<file path="config.mk">
export PLATFORM = sky130hd
export DESIGN_NAME = lieat_ifu_fetch_q
export DESIGN_NICKNAME = d
export VERILOG_FILES = /design/src/rtl/lieat_ifu_fetch_q.sv
export SDC_FILE = /design/constraint.sdc
export NUM_CORES = 1
export LEC_CHECK = 0
export ABC_AREA = 1
export BUFFER_PORTS_ARGS = -buffer_cell sky130_fd_sc_hd__buf_2
export CORE_ASPECT_RATIO = 0.9
export CORE_MARGIN = 2
export CORE_UTILIZATION = 48
export DETAILED_ROUTE_END_ITERATION = 7
export PLACE_DENSITY = 0.76
export SETUP_SLACK_MARGIN = 0.1
export SLEW_MARGIN = 10
export SYNTH_ARGS = -nofsm -noshare
export SYNTH_HDL_FRONTEND = slang
export SYNTH_SLANG_ARGS = --single-unit
</file>
<file path="constraint.sdc">
create_clock -name clock -period 3.15 [get_ports clock]
set_clock_uncertainty 0.1 [all_clocks]
set_input_delay 0 -clock clock [delete_from_list [all_inputs] [get_ports clock]]
set_output_delay 0 -clock clock [all_outputs]
set_load 0.02 [all_outputs]
</file>
<file path="src/rtl/lieat_ifu_fetch_q.sv">
// lieat_ifu_fetch_q: sequential fetch issuer with an in-order queue of outstanding and buffered fetches
module lieat_ifu_fetch_q #(
    parameter int XLEN = 32,
    parameter int ILEN = 32,
    parameter int DEPTH = 2,
    parameter logic [XLEN-1:0] PC_RESET = 32'h8000_0000
) (
    input  logic                   clock,
    input  logic                   reset,
    input  logic                   flush_i,
    input  logic [XLEN-1:0]        flush_pc_i,
    input  logic                   redir_i,
    input  logic [XLEN-1:0]        redir_pc_i,
    input  logic                   hold_i,
    output logic                   req_o_valid,
    input  logic                   req_o_ready,
    output logic [XLEN-1:0]        req_o_pc,
    input  logic                   rsp_i_valid,
    input  logic [ILEN-1:0]        rsp_i_ir,
    output logic                   out_o_valid,
    input  logic                   out_o_ready,
    output logic [XLEN-1:0]        out_o_pc,
    output logic [ILEN-1:0]        out_o_ir,
    output logic [$clog2(DEPTH):0] occ_o
);
    localparam int AW = $clog2(DEPTH);
    localparam logic [AW:0] FULL = (AW+1)'(DEPTH);

    logic [XLEN-1:0]  pc_q [DEPTH];
    logic [ILEN-1:0]  ir_q [DEPTH];
    logic [DEPTH-1:0] filled_q, killed_q;
    logic [AW-1:0]    alloc_ptr, fill_ptr, head_ptr;
    logic [AW:0]      occ;
    logic [XLEN-1:0]  fpc;
    logic             rst_d, kill, req_fire, head_ok, drop, pop;

    always_comb begin
        kill        = flush_i | redir_i;
        req_o_pc    = flush_i ? flush_pc_i : redir_i ? redir_pc_i : fpc;
        req_o_valid = ~reset & ~rst_d & (occ < FULL) & (~hold_i | flush_i);
        req_fire    = req_o_valid & req_o_ready;
        head_ok     = ~reset & ~rst_d & (occ != '0) & filled_q[head_ptr];
        out_o_valid = head_ok & ~killed_q[head_ptr] & ~kill;
        drop        = head_ok & killed_q[head_ptr];
        pop         = drop | (out_o_valid & out_o_ready);
        out_o_pc    = pc_q[head_ptr];
        out_o_ir    = ir_q[head_ptr];
        occ_o       = occ;
    end

    // Kill marks every older entry; an entry allocated this cycle is re-cleared below.
    always_ff @(posedge clock) begin
        if (reset) begin
            rst_d     <= 1'b1;
            fpc       <= PC_RESET;
            alloc_ptr <= '0;
            fill_ptr  <= '0;
            head_ptr  <= '0;
            occ       <= '0;
            filled_q  <= '0;
            killed_q  <= '0;
        end else begin
            rst_d <= 1'b0;
            fpc   <= req_fire ? req_o_pc + XLEN'(4) : req_o_pc;
            occ   <= occ + (AW+1)'(req_fire) - (AW+1)'(pop);
            if (kill)
                killed_q <= '1;
            if (rsp_i_valid) begin
                filled_q[fill_ptr] <= 1'b1;
                ir_q[fill_ptr]     <= rsp_i_ir;
                fill_ptr           <= fill_ptr + AW'(1);
            end
            if (req_fire) begin
                pc_q[alloc_ptr]     <= req_o_pc;
                filled_q[alloc_ptr] <= 1'b0;
                killed_q[alloc_ptr] <= 1'b0;
                alloc_ptr           <= alloc_ptr + AW'(1);
            end
            if (pop)
                head_ptr <= head_ptr + AW'(1);
        end
    end
endmodule

</file>
## Word-level counts from Yosys, hierarchy flattened

Memory sizes are Yosys's and may differ from the RTL's. A register that Yosys moved wholly into a read port is not among the register bits.
Cells that the tools add are included.
Widths: inputs -> output; s select.

- Latch bits: 0
- Flip-flop bits (word level): 42
- Word-level logic and storage cells: 75
- Bits in writable memories: 128
- Output and inout port bits: 100
- Bits of input ports: 104
- Bits in read-only memories: 0
- Memories kept: 2

- Divide/modulo/power cells: 0
- Equal/unequal tests: 0
- Muxes and demuxes: 28
- Reductions and logical operators: 3
- Shift operators: 0
- Multiply operators: 0
- Magnitude comparators: 6
- $add $sub $neg: 6
- Bitwise gates (word level): 22

Memory list:

| memory | depth | width | read ports | clocked after memory_dff | wr ports | line | source |
|---|---|---|---|---|---|---|---|
| ir_q | 2 | 32 | 1 | 1 | 1 | 30 | `logic [ILEN-1:0] ir_q [DEPTH];` |
| pc_q | 2 | 32 | 1 | 1 | 1 | 29 | `logic [XLEN-1:0] pc_q [DEPTH];` |

Operator list:

| operator | number |
|---|---|
| $mux 32 | 3 |
| $add 32x3->32 const B | 1 |
| $mux 1 | 17 |
| $mux 2 | 6 |
| $and 1x1->1 | 10 |
| $lt 1x2->1 const B | 3 |
| $not 1->1 | 5 |
| $and 2x2->2 | 2 |
| $add 1x1->1 const B | 3 |
| $or 1x1->1 | 3 |
| $add 2x1->2 | 1 |
| $demux 1 s1 | 2 |
| $ge 1x1->1 const B | 2 |
| $logic_and 1x1->1 | 2 |
| $lt 2x2->1 const B | 1 |
| $not 2->2 | 1 |
| $or 2x2->2 | 1 |
| $reduce_bool 2->1 | 1 |
| $sub 2x1->2 | 1 |

## Logic depth before layout (Yosys ltp)

- Depth in word-level cells: 10
- Mapped depth: 15
- Depth with buffers taken out: 13

## Least setup slack after synthesis

OpenSTA, ideal clock, no wires.

- Kind: register -> register
- Start point: register fill_ptr
- End point: memory ir_q[1][0], enable pin
- Arrival: 2.624 ns
- Cell stages (with the launch flop): 3
- Period minus slack after synthesis: 3.186 ns
- Path buffers: 0
- Path slack: -0.036 ns
- Data required time: 2.589 ns
- Cell sequence: dfxtp_1 > inv_1 > nor3_1

RTL lines:

| item | line | source |
|---|---|---|
| start, declared | 32 | `logic [AW-1:0] alloc_ptr, fill_ptr, head_ptr;` |
| start signal, assigned | 71 | `fill_ptr <= fill_ptr + AW'(1);` |
| end, declared | 30 |  |

Straight into the memory's write port.

## Worst setup path after layout

- Start point: register fpc[11]
- End point: register fpc[19]

- Word-level cells in the longest chain between the ends: 4

Ends and longest elaborated chain:

| item | line | source |
|---|---|---|
| start, declared | 34 | `logic [XLEN-1:0] fpc;` |
| start signal, assigned | 64 | `fpc <= req_fire ? req_o_pc + XLEN'(4) : req_o_pc;` |
| $mux 32 (2 in a row) | 39 | `req_o_pc = flush_i ? flush_pc_i : redir_i ? redir_pc_i : fpc;` |
| $add 32x3->32 | 64 |  |
| $mux 32 | 64 |  |

Every way passes these cells.
A chain may end at the register's enable or synchronous reset.

==> flow_metrics.env <==
export IMPL_r2r_cells=14
export IMPL_place_ws_ps=935.9
export IMPL_rsz0062_at_grt="no"
export IMPL_hold_viol=0
export IMPL_hpwlAfterDp_um=13630
export IMPL_drc=0
export IMPL_rr_endpoint="fpc[19]"
export IMPL_p_int_mw=3.975
export IMPL_cts_tree="done"
export IMPL_post_route_period_util=0.8082
export IMPL_post_cts_buffers=0
export IMPL_grt_first_pass_wirelength_um=31750
export IMPL_coreArea_um2=16240
export IMPL_hold_path_class="in2reg"
export IMPL_final_common_cell="buf_2"
export IMPL_wl_per_cell_um=16.09
export IMPL_p_per_area_nw_per_um2=499.9
export IMPL_final_cells=1251
export IMPL_worstHoldPathCells=6
export IMPL_setup_slack_ps=604.3
export IMPL_worstSetupStartpoint="fpc[11]"
export IMPL_fp_row_count=44
export IMPL_startpoint_type="flip-flop"
export IMPL_dieArea_um2=17800
export IMPL_yosysTopAreaCellShare=0.4781
export IMPL_finalSetupViolations=0
export IMPL_die_h_um=126.8
export IMPL_totalWireLength_um=20130
export IMPL_clkSinkCount=171
export IMPL_r2r_start="fpc[11]"
export IMPL_io_pins=204
export IMPL_drive_above_1_share=0.3841
export IMPL_synth_avg_cell_area_um2=10.84
export IMPL_firstDrtPassIters=5
export IMPL_start_util=0.4951
export IMPL_critPathCaptureType="flip-flop"
export IMPL_fin_crit_ps=2546
export IMPL_dp_cells=1131
export IMPL_grt_pass1_vias=6342
export IMPL_synth_seq_cells=171
export IMPL_tns_ps=0
export IMPL_fillers=1259
export IMPL_outcome="completed"
export IMPL_die_w_um=140.4
export IMPL_switching_share=0.2540
export IMPL_seqPwrFrac=0.476
export IMPL_worstSetupPathType="reg2reg"
export IMPL_synth_area_top_cells="edfxtp_1, dfxtp_1, mux2_2"
export IMPL_syn_nets=848
export IMPL_synth_top_area_cell="edfxtp_1"
export IMPL_viasPerCell=5.063
export IMPL_relSlewSlack=0.3202
export IMPL_grt_max_degree=70
export IMPL_via_count=6334
export IMPL_p_leak_nw=4.478
export IMPL_syn_cell_area_um2=8040
export IMPL_crit_path_end="fpc[19]"
export IMPL_crit_fanout=6
export IMPL_holdBufCountCts=89
export IMPL_power_switching_mw=1.353
export IMPL_gp_congestion=0.8783
export IMPL_finalMaxSlewViolations=0
export IMPL_yosysSeqAreaShare=0.5851
export IMPL_grt_usage=0.2301
export IMPL_port_buffers=203
export IMPL_synth_warnings=0
export IMPL_worst_slew_pin_slew_ps=1017
export IMPL_cts_root_buf="clkbuf_16"
export IMPL_clk_pin_slew_worst_paths_ps=70
export IMPL_synthCells=742
export IMPL_diodes=0
export IMPL_ctsResizeCount=0
export IMPL_nets=1138
export IMPL_numCtsBuffers=17
export IMPL_irDropWorstVdd_mv=0.4182
export IMPL_syn_to_final_growth_pct=32.55
export IMPL_ctsHtreeMaxLevel=4
export IMPL_crit_arrival_ps=2810
export IMPL_clockBufferDepth=2
export IMPL_globalRouteOverflowTotal=0
export IMPL_cap_violations=0
export IMPL_antenna_found_initial=0
export IMPL_yosysUniqueCellTypes=39
export IMPL_drtIter0Drc=402
export IMPL_clock_power_share=0.384
export IMPL_rrSetupSlack_ps=600
export IMPL_clk_latency_ps=420
export IMPL_postRouteAntennaNets=0
export IMPL_mostFrequentLayoutCells="buf_2, nand2_1, edfxtp_1"
export IMPL_crit_required_ps=3410
export IMPL_comb_power_share=0.140
export IMPL_max_freq_mhz=392.8
[Yosys cell counts]
cell type	count
nor2_2	14
o21ai_1	8
clkbuf_1	9
nor3_4	1
buf_4	2
nand2_2	20
a21oi_4	1
nor2_4	9
o21ai_0	20
ha_1	2
inv_8	1
buf_6	8
o21ai_2	4
a211oi_1	2
buf_12	3
nor2_8	1
o21ai_4	1
o211ai_1	4
nor3_1	6
nand3_4	1
mux2_2	64
inv_4	1
dfxtp_1	43
nand2_1	148
nor2_1	73
nand4_1	6
edfxtp_1	128
a21oi_1	21
inv_1	63
xor2_1	2
a21oi_2	1
a31oi_4	1
nand3_1	31
buf_1	1
buf_2	3
nand3_2	13
inv_2	6
or2_2	17
nand2_4	3
[sequential cells by signal (all words and copies together), names as in the netlist, 2 cells and up, named ones only]
signal	cells
ir_q	64
pc_q	64
fpc	32
filled_q	2
killed_q	2
occ_o	2
[layout make-up]
type / instances / area, um2 / area share
timing repair buffer: 297 / 1969 / 0.1848
sequential: 171 / 4708 / 0.4418
clock inverter: 14 / 143.9 / 0.01350
tap: 207 / 259.0 / 0.02430
clock buffer: 17 / 425.4 / 0.03992
inverter: 71 / 276.5 / 0.02595
multi-input combinational: 474 / 2875 / 0.2698
[per-layer routing]
layer	global-route usage	share of wire	wire, um
met4	0.07903	0.018	358
met5	0	0	0
met2	0.3910	0.49	9817
met3	0.04794	0.063	1270
met1	0.2951	0.43	8681
[through the flow]
| step | hold slack (ps) | power, mW | util | cell area [um2] |
|---|---|---|---|---|
| 4_1_cts | 0.9661 | 5.335 | 0.6562 | 10660 |
| 3_3_place_gp | 87.67 | 3.208 | 0.5663 | 9198 |
| 5_1_grt | 36.55 | 5.497 | 0.6562 | 10660 |
| 3_5_place_dp | 91.50 | 3.221 | 0.5663 | 9198 |
| 6_report | 1.399 | 5.328 | 0.6562 | 10660 |
| 2_1_floorplan | -72.28 | 3.006 | - | 8045 |
[critical path, cell delays in order, from the launching register on]
cell and delay, ps:
dfxtp_1 320, nand2_1 60, nand3_2 80, nand2_2 70
dlygate4sd3_1 570, inv_2 110, nand2_1 80, inv_2 80
nand2_1 60, nor2_1 120, nand2_1 90, nand2_1 60
nand2_1 40, nor2_1 100, dlygate4sd3_1 550
[cells by family (layout without fill, tap and decap cells)]
| logic type | count (synthesis) | count (layout) | synth area share |
|---|---|---|---|
| compound gates | 63 | 63 | 0.04824 |
| xor+xnor | 2 | 2 | 0.002179 |
| fa+ha+maj | 2 | 2 | 0.003112 |
| buf+inv | 97 | 399 | 0.06147 |
| flops | 171 | 171 | 0.5851 |
| mux | 64 | 64 | 0.08964 |
| simple gates | 343 | 343 | 0.2102 |
[power by group through the flow]
stage / logic, mW / clock network [mW] / registers [mW]
6_report: 0.744 / 2.05 / 2.54
5_1_grt: 0.811 / 2.15 / 2.54
4_1_cts: 0.740 / 2.06 / 2.54
3_5_place_dp: 0.636 / 0 / 2.58
3_3_place_gp: 0.627 / 0 / 2.58
2_1_floorplan: 0.427 / 0 / 2.58
[worst min-delay path by stage]
stage	start	to	slack, ps
finish	out_o_ready	flip-flop	1
global route	redir_pc_i[19]	pc_q[0][19]	40
CTS	redir_pc_i[19]	pc_q[0][19]	1
detailed placement	rsp_i_ir[23]	ir_q[1][23]	90
global placement	rsp_i_ir[22]	ir_q[1][22]	90
floorplan	reset	rst_d	-70
Note: power is estimated with default switching activity, not from simulation.
